==> src/rtl/pcie_cpl_rx.sv <==
// PCIe CplD receiver: captures one completion TLP and replays its payload as AXI R beats; malformed TLPs yield one SLVERR beat.
// First beat 1 cycle after acceptance; R outputs hold while r_ready_i=0; new TLPs stall (cpl_ready_o=0) until the FSM is back in IDLE.
module pcie_cpl_rx #(
    parameter int ID_W = 4
) (
    input  logic              clk,
    input  logic              rst_n,
    input  logic              cpl_valid_i,
    output logic              cpl_ready_o,
    input  logic [2:0]        cpl_fmt_i,
    input  logic [4:0]        cpl_type_i,
    input  logic [8:0]        cpl_length_i,
    input  logic [15:0]       cpl_requestID_i,
    input  logic [1023:0]     cpl_data_i,
    output logic              r_valid_o,
    input  logic              r_ready_i,
    output logic [ID_W-1:0]   r_id_o,
    output logic [31:0]       r_data_o,
    output logic [1:0]        r_resp_o,
    output logic              r_last_o,
    output logic [15:0]       cpl_cnt_o,
    output logic [7:0]        err_cnt_o
);

    typedef enum logic [1:0] {
        IDLE = 2'd0,
        BEAT = 2'd1,
        ERR  = 2'd2
    } state_t;

    typedef struct packed {
        logic [5:0]      len;
        logic [ID_W-1:0] id;
    } meta_t;

    localparam logic [2:0] FMT_CPLD  = 3'b010;
    localparam logic [4:0] TYPE_CPLD = 5'b01010;
    localparam logic [1:0] RESP_OKAY   = 2'b00;
    localparam logic [1:0] RESP_SLVERR = 2'b10;

    state_t          state_q, state_d;
    logic [4:0]      idx_q, idx_d;
    meta_t           meta_q, meta_d;
    logic [1023:0]   data_q, data_d;
    logic [15:0]     cpl_cnt_q, cpl_cnt_d;
    logic [7:0]      err_cnt_q, err_cnt_d;

    logic            well_formed;
    logic            last_beat;
    logic            accept;

    // Requester-ID bits above the AXI ID width carry no meaning here.
    generate
        if (ID_W < 16) begin : g_rid_unused
            logic unused_rid;
            assign unused_rid = ^cpl_requestID_i[15:ID_W];
        end
    endgenerate

    assign well_formed = (cpl_fmt_i == FMT_CPLD) && (cpl_type_i == TYPE_CPLD) &&
                         (cpl_length_i >= 9'd1) && (cpl_length_i <= 9'd32);

    // len_q is 1..32 in BEAT, so idx never needs to reach 32 before last.
    assign last_beat = ({1'b0, idx_q} == (meta_q.len - 6'd1));

    // Gated by rst_n so the source never sees ready during reset.
    assign cpl_ready_o = rst_n && (state_q == IDLE);
    assign accept      = cpl_valid_i && cpl_ready_o;

    assign cpl_cnt_o = cpl_cnt_q;
    assign err_cnt_o = err_cnt_q;

    always_comb begin
        state_d   = state_q;
        idx_d     = idx_q;
        meta_d    = meta_q;
        data_d    = data_q;
        cpl_cnt_d = cpl_cnt_q;
        err_cnt_d = err_cnt_q;
        r_valid_o = 1'b0;
        r_id_o    = '0;
        r_data_o  = '0;
        r_resp_o  = RESP_OKAY;
        r_last_o  = 1'b0;

        case (state_q)
            IDLE: begin
                if (accept) begin
                    data_d      = cpl_data_i;
                    meta_d.id   = cpl_requestID_i[ID_W-1:0];
                    meta_d.len  = cpl_length_i[5:0];
                    idx_d       = '0;
                    state_d     = well_formed ? BEAT : ERR;
                end
            end
            BEAT: begin
                r_valid_o = 1'b1;
                r_id_o    = meta_q.id;
                r_data_o  = data_q[{idx_q, 5'd0} +: 32];
                r_last_o  = last_beat;
                if (r_ready_i) begin
                    if (last_beat) begin
                        state_d   = IDLE;
                        idx_d     = '0;
                        cpl_cnt_d = cpl_cnt_q + 16'd1;
                    end else begin
                        idx_d = idx_q + 5'd1;
                    end
                end
            end
            ERR: begin
                r_valid_o = 1'b1;
                r_id_o    = meta_q.id;
                r_resp_o  = RESP_SLVERR;
                r_last_o  = 1'b1;
                if (r_ready_i) begin
                    state_d = IDLE;
                    if (err_cnt_q != 8'hFF) begin
                        err_cnt_d = err_cnt_q + 8'd1;
                    end
                end
            end
            default: begin
                state_d = IDLE;
            end
        endcase
    end

    always_ff @(posedge clk) begin
        if (!rst_n) begin
            state_q   <= IDLE;
            idx_q     <= '0;
            meta_q    <= '0;
            cpl_cnt_q <= '0;
            err_cnt_q <= '0;
        end else begin
            state_q   <= state_d;
            idx_q     <= idx_d;
            meta_q    <= meta_d;
            cpl_cnt_q <= cpl_cnt_d;
            err_cnt_q <= err_cnt_d;
        end
    end

    // Payload is only observed in BEAT, which is always entered through a capture.
    always_ff @(posedge clk) begin
        data_q <= data_d;
    end

endmodule

==> config.mk <==
export PLATFORM = sky130hd
export DESIGN_NAME = pcie_cpl_rx
export DESIGN_NICKNAME = d
export VERILOG_FILES = /design/src/rtl/pcie_cpl_rx.sv
export SDC_FILE = /design/constraint.sdc
export NUM_CORES = 1
export LEC_CHECK = 0
export ABC_CLOCK_PERIOD_IN_PS = 45100
export BUFFER_PORTS_ARGS = -buffer_cell sky130_fd_sc_hd__buf_2
export CORE_AREA = 2 2 437 439
export DETAILED_ROUTE_END_ITERATION = 8
export DIE_AREA = 0 0 439 441
export GPL_TIMING_DRIVEN = 1
export SLEW_MARGIN = 20
export SYNTH_ARGS = -nofsm -noshare
export SYNTH_HDL_FRONTEND = slang
export SYNTH_SLANG_ARGS = --single-unit
==> constraint.sdc <==
create_clock -name clk -period 45.1 [get_ports clk]
set_input_delay 9.02 -clock clk [delete_from_list [all_inputs] [get_ports clk]]
set_output_delay 9.02 -clock clk [all_outputs]
set_load 0.03 [all_outputs]
# ---- After elaboration in Yosys (flattened, before gate mapping)
# Cells that the tools add are included.
dict set report totals {
  inputBits 1061
  output_inout_bits 65
  register_bits 1065
  word_cells 52
}
dict set report op_classes {
  eq_ne 10
  muxes 15
  n_shift 1
  magnitude_cmp 2
  reduce_logical 13
  n_addsub 4
}
# cell count
set op_table {}
lappend op_table {{$shiftx 1024x11->32} 1}
lappend op_table {{$mux 32} 1}
lappend op_table {{$add 16x1->16 const B} 1}
lappend op_table {{$mux 5} 3}
lappend op_table {{$mux 2} 6}
lappend op_table {{$pmux 5 s2} 1}
lappend op_table {{$ge 9x1->1 const B} 1}
lappend op_table {{$le 9x6->1 const B} 1}
lappend op_table {{$reduce_and 3->1} 3}
lappend op_table {{$add 8x1->8 const B} 1}
lappend op_table {{$ne 2x2->1 const B} 4}
lappend op_table {{$ne 8x8->1 const B} 1}
lappend op_table {{$eq 5x6->1} 1}
lappend op_table {{$pmux 2 s3} 1}
lappend op_table {{$sub 6x1->6 const B} 1}
lappend op_table {{$add 5x1->5 const B} 1}
lappend op_table {{$eq 5x4->1 const B} 1}
lappend op_table {{$logic_and 1x1->1} 5}
lappend op_table {{$mux 4} 1}
lappend op_table {{$reduce_and 4->1} 1}
lappend op_table {{$eq 3x2->1 const B} 1}
lappend op_table {{$eq 2x1->1 const B} 1}
lappend op_table {{$eq 2x2->1 const B} 1}
lappend op_table {{$logic_not 2->1} 1}
lappend op_table {{other kinds (5)} 5}

# ---- Logic depth before layout (Yosys ltp)
dict set report logic_depth {
  ltp_word 7
  mapped_depth 10
  ltp_nobuf 7
}

# ---- Least setup slack after synthesis
# OpenSTA, ideal clock, no wires.
dict set report synth_path {
  path_kind {input-to-reg}
  from {input cpl_valid_i}
  to {register data_q[0], enable pin}
  setup_ps 1792
  arrival_ps 36954
  required_time_ps 43308
  setup_slack_ps 6355
  n_path_buf 1
  cell_stages 2
  cell_sequence {and3_1 > clkbuf_1}
}
dict set report synth_between {
  elab_chain_len 2
}
# element line
set synth_rtl {}
lappend synth_rtl {{from (decl)} 8} ;# input logic cpl_valid_i,
lappend synth_rtl {{$logic_and 1x1->1} 68} ;# assign accept = cpl_valid_i && cpl_ready_o;
lappend synth_rtl {{$reduce_and 2->1 (no line)} --}
lappend synth_rtl {{to (signal assigned)} 147} ;# data_q <= data_d;
lappend synth_rtl {{to (decl)} 44} ;# logic [1023:0] data_q, data_d;
# No other way between the ends.
# A chain may end at the register's enable or synchronous reset.

# ---- Final worst setup path
dict set report layout_path {
  from {input rst_n}
  to {output cpl_ready_o}
}
dict set report layout_between {
  elab_chain_len 1
}
# element line
set layout_rtl {}
lappend layout_rtl {{from (decl)} 7} ;# input logic rst_n,
lappend layout_rtl {{$logic_and 1x1->1} 67} ;# assign cpl_ready_o = rst_n && (state_q == IDLE);
lappend layout_rtl {{to (decl)} 9} ;# output logic cpl_ready_o,
# No other way between the ends.

==> metrics <==
largest net degree at the start of global routing 181; crit path max fanout 32; Clock Skews a little under 0.06 ns; unrepaired setup endpoints after global routing false; Cell variety after synth 49; crit path kind in -> out; Yosys reg bits 1,065; Syn Nets 2,869; EDFF count, synth 1,024; TritonCTS Buffers about 110; leakage 0.0185 uW; Mean Syn Cell Area 22.8 um^2; DP HPWL 116,000 um; # Post-CTS Setup Buffers 0; Placer Congestion 0.879; hold slack final 0.461 ns; first-pass GRT wire length 197,000 um; DRT Pass-1 Iters 5; number of port buffers approximately 1,100; Die Wd around 440 um; initial antenna violation count 79; Max VDD drop approximately 0.036 mV; Remaining Overflow, GRT 0; cell mode on critical path buf_2; Post-CTS Hold Buffers 0; TritonCTS clock tree built; via count 23,610; Tcrit/Tclk final between 40% and 50%; status complete, no violations; synth warn 0; Final Util between 20% and 30%; slew margin rel. between 20% and 30%; Sum Neg Setup Slack 0 ns; GRT Util Overall 14.9%; clock buffer depth 3; Filler cells 18,813; worst skew pair latency 0.75 ns; maximum capacitance violations 0; Initial Util 21.7%; CP Data Arrival Time 10.06 ns; Syn Std Cell Area between 40,000 and 50,000 um^2; critical path's slowest cell buf_2; Clock transition at path regs roughly 0.06 ns; routed vias/inst 4.20; pwr/cell area 43.8 nW/um^2; post-CTS sizing 0; fraction of registers with async set/reset 0%; proportion of layout cells with a drive suffix above 1 between 50% and 60%; drt first-iter violations 2,364; sequential element share of the synthesized area between 70% and 80%; worst path cell trace buf_2 > and2_1 > buf_2; DRC 0; Mapped Cells 1,801; Core Rows 160; hold crit path type reg -> reg; Min Clock Period, post-route 19.08 ns; CP peak stage delay 0.52 ns; total power 2330 uW; Worst Setup End Kind output pin; die area 194,000 um^2; core region area 189,000 um^2; Fmax 52.4 MHz; Hold Vio Cnt, Final 0; DIE HEIGHT approximately 440 um; worst slew pin tran roughly 1.1 ns; Routed Antenna Nets 0; Setup crit start kind primary input; Nets between 4,000 and 5,000; Finish-stage setup viols 0; H-tree levels 3; Area growth syn-to-layout 29.9%; I/O pin count about 1,100; Post-synth top flop edfxtp_1; total wire length 150,000 um; Final Max Slew Viols 0; Num Clock Sinks about 1,100; vias in the first global route 24,208; routed length per instance roughly 27 um; Worst EP required 36.08 ns; Clock Tree Root clkbuf_16
## metrics by stage
step | worst slack, ns | cells | area (um^2)
finish | 26.02 | 5615 | 53300
CTS | 26.00 | 5574 | 53200
floorplan | 6.35 | 1801 | 41000
global route | 25.95 | 5599 | 53300
global placement | 26.01 | 5364 | 49600
detailed placement | 26.00 | 5364 | 49600
## cell families after synthesis
kind of cell	synth area share [%]
multiplexers	18.1
flip-flops	76.9
XOR/XNOR	0.277
buffers and inverters	1.25
AND/OR/NAND/NOR	1.97
adder cells (fa/ha/maj)	0.213
AO/OA/AOI/OAI	1.25
other	0.00914
## state kept, by name (all words and copies together) (netlist names)
| register | flops |
|---|---|
| data_q | 1024 |
| cpl_cnt_o | 16 |
| meta_q | 10 |
| err_cnt_o | 8 |
| idx_q | 5 |
| state_q | 2 |
## report_power, final
group          total (uW)  internal [uW]  leakage, uW  switching (uW)
combinational         223            100      0.00688             123
sequential           1200           1170      0.00986            25.7
clock                 913            510      0.00173             403
total                2330           1780       0.0185             551
## metal layers
layer  track usage [%]  wire [um]  up-vias
met1              17.3      54500    12163
li1                  -          -    10038
met3              4.18      12400      222
met5                 0        176        -
met4              4.27       3740       30
met2              26.5      79100     1157
## cell usage in the layout, fill, tap and decap left out, types with 5 or more instances in the layout
cell and n:
inv_1 12, clkbuf_1 23, o21ai_0 9, or3_1 7, clkinv_2 17, mux2i_1 52, nand4_1 6, clkinv_4 5
and2_1 8, buf_4 34, nand2_1 48, ha_1 7, and3_1 5, nand3_1 9, o22ai_1 16, diode_2 41
clkinvlp_4 7, mux4_2 305, or4_1 6, bufinv_16 9, edfxtp_1 1024, xor2_1 5, a21oi_1 25, o31ai_1 8
nand2b_1 7, o21ai_1 8, dfxtp_1 36, clkbuf_16 112, nor4_1 7, clkinv_1 30, xnor2_1 8, buf_2 1112
nor2_1 41
## critical path: cells and delay by family
kind          cells  cell delay (ns)
buf+inv           2             0.75
simple gates      1             0.27
## synthesized netlist by cell type, types with 9 or more instances
library cell,count,area (um^2)
a21oi_1,25,125
buf_1,9,33.8
buf_2,36,180
buf_4,14,105
clkbuf_1,37,139
dfxtp_1,41,821
edfxtp_1,1024,30700
inv_1,14,52.6
mux2i_1,52,521
mux4_2,305,6870
nand2_1,48,180
nand3_1,9,45.0
nor2_1,41,154
o21ai_0,9,45.0
o22ai_1,16,100
## final timing paths
path	start	to	slack [ns]	depth (start not counted)
hold reg to reg	meta_q[0]$_SDFFE_PN0P_	meta_q[0]$_SDFFE_PN0P_	0.46	2
hold / removal	meta_q[0]$_SDFFE_PN0P_	meta_q[0]$_SDFFE_PN0P_	0.46	2
setup / recovery	rst_n	cpl_ready_o	26.02	3
setup reg to reg	state_q[0]$_SDFFE_PN0P_	data_q[232]$_DFFE_PP_	39.00	8
## cell type report
cell class | instances | area, um^2 | share of cell area, %
Multi-Input combinational cell | 625 | 8970 | 16.8
Sequential cell | 1065 | 31600 | 59.3
Clock buffer | 135 | 2890 | 5.42
Clock inverter | 75 | 699 | 1.31
Timing Repair Buffer | 1148 | 5860 | 11.0
Antenna cell | 41 | 103 | 0.192
Inverter | 15 | 56.3 | 0.106
Tap cell | 2511 | 3140 | 5.89
(Power assumes the default switching activity.)
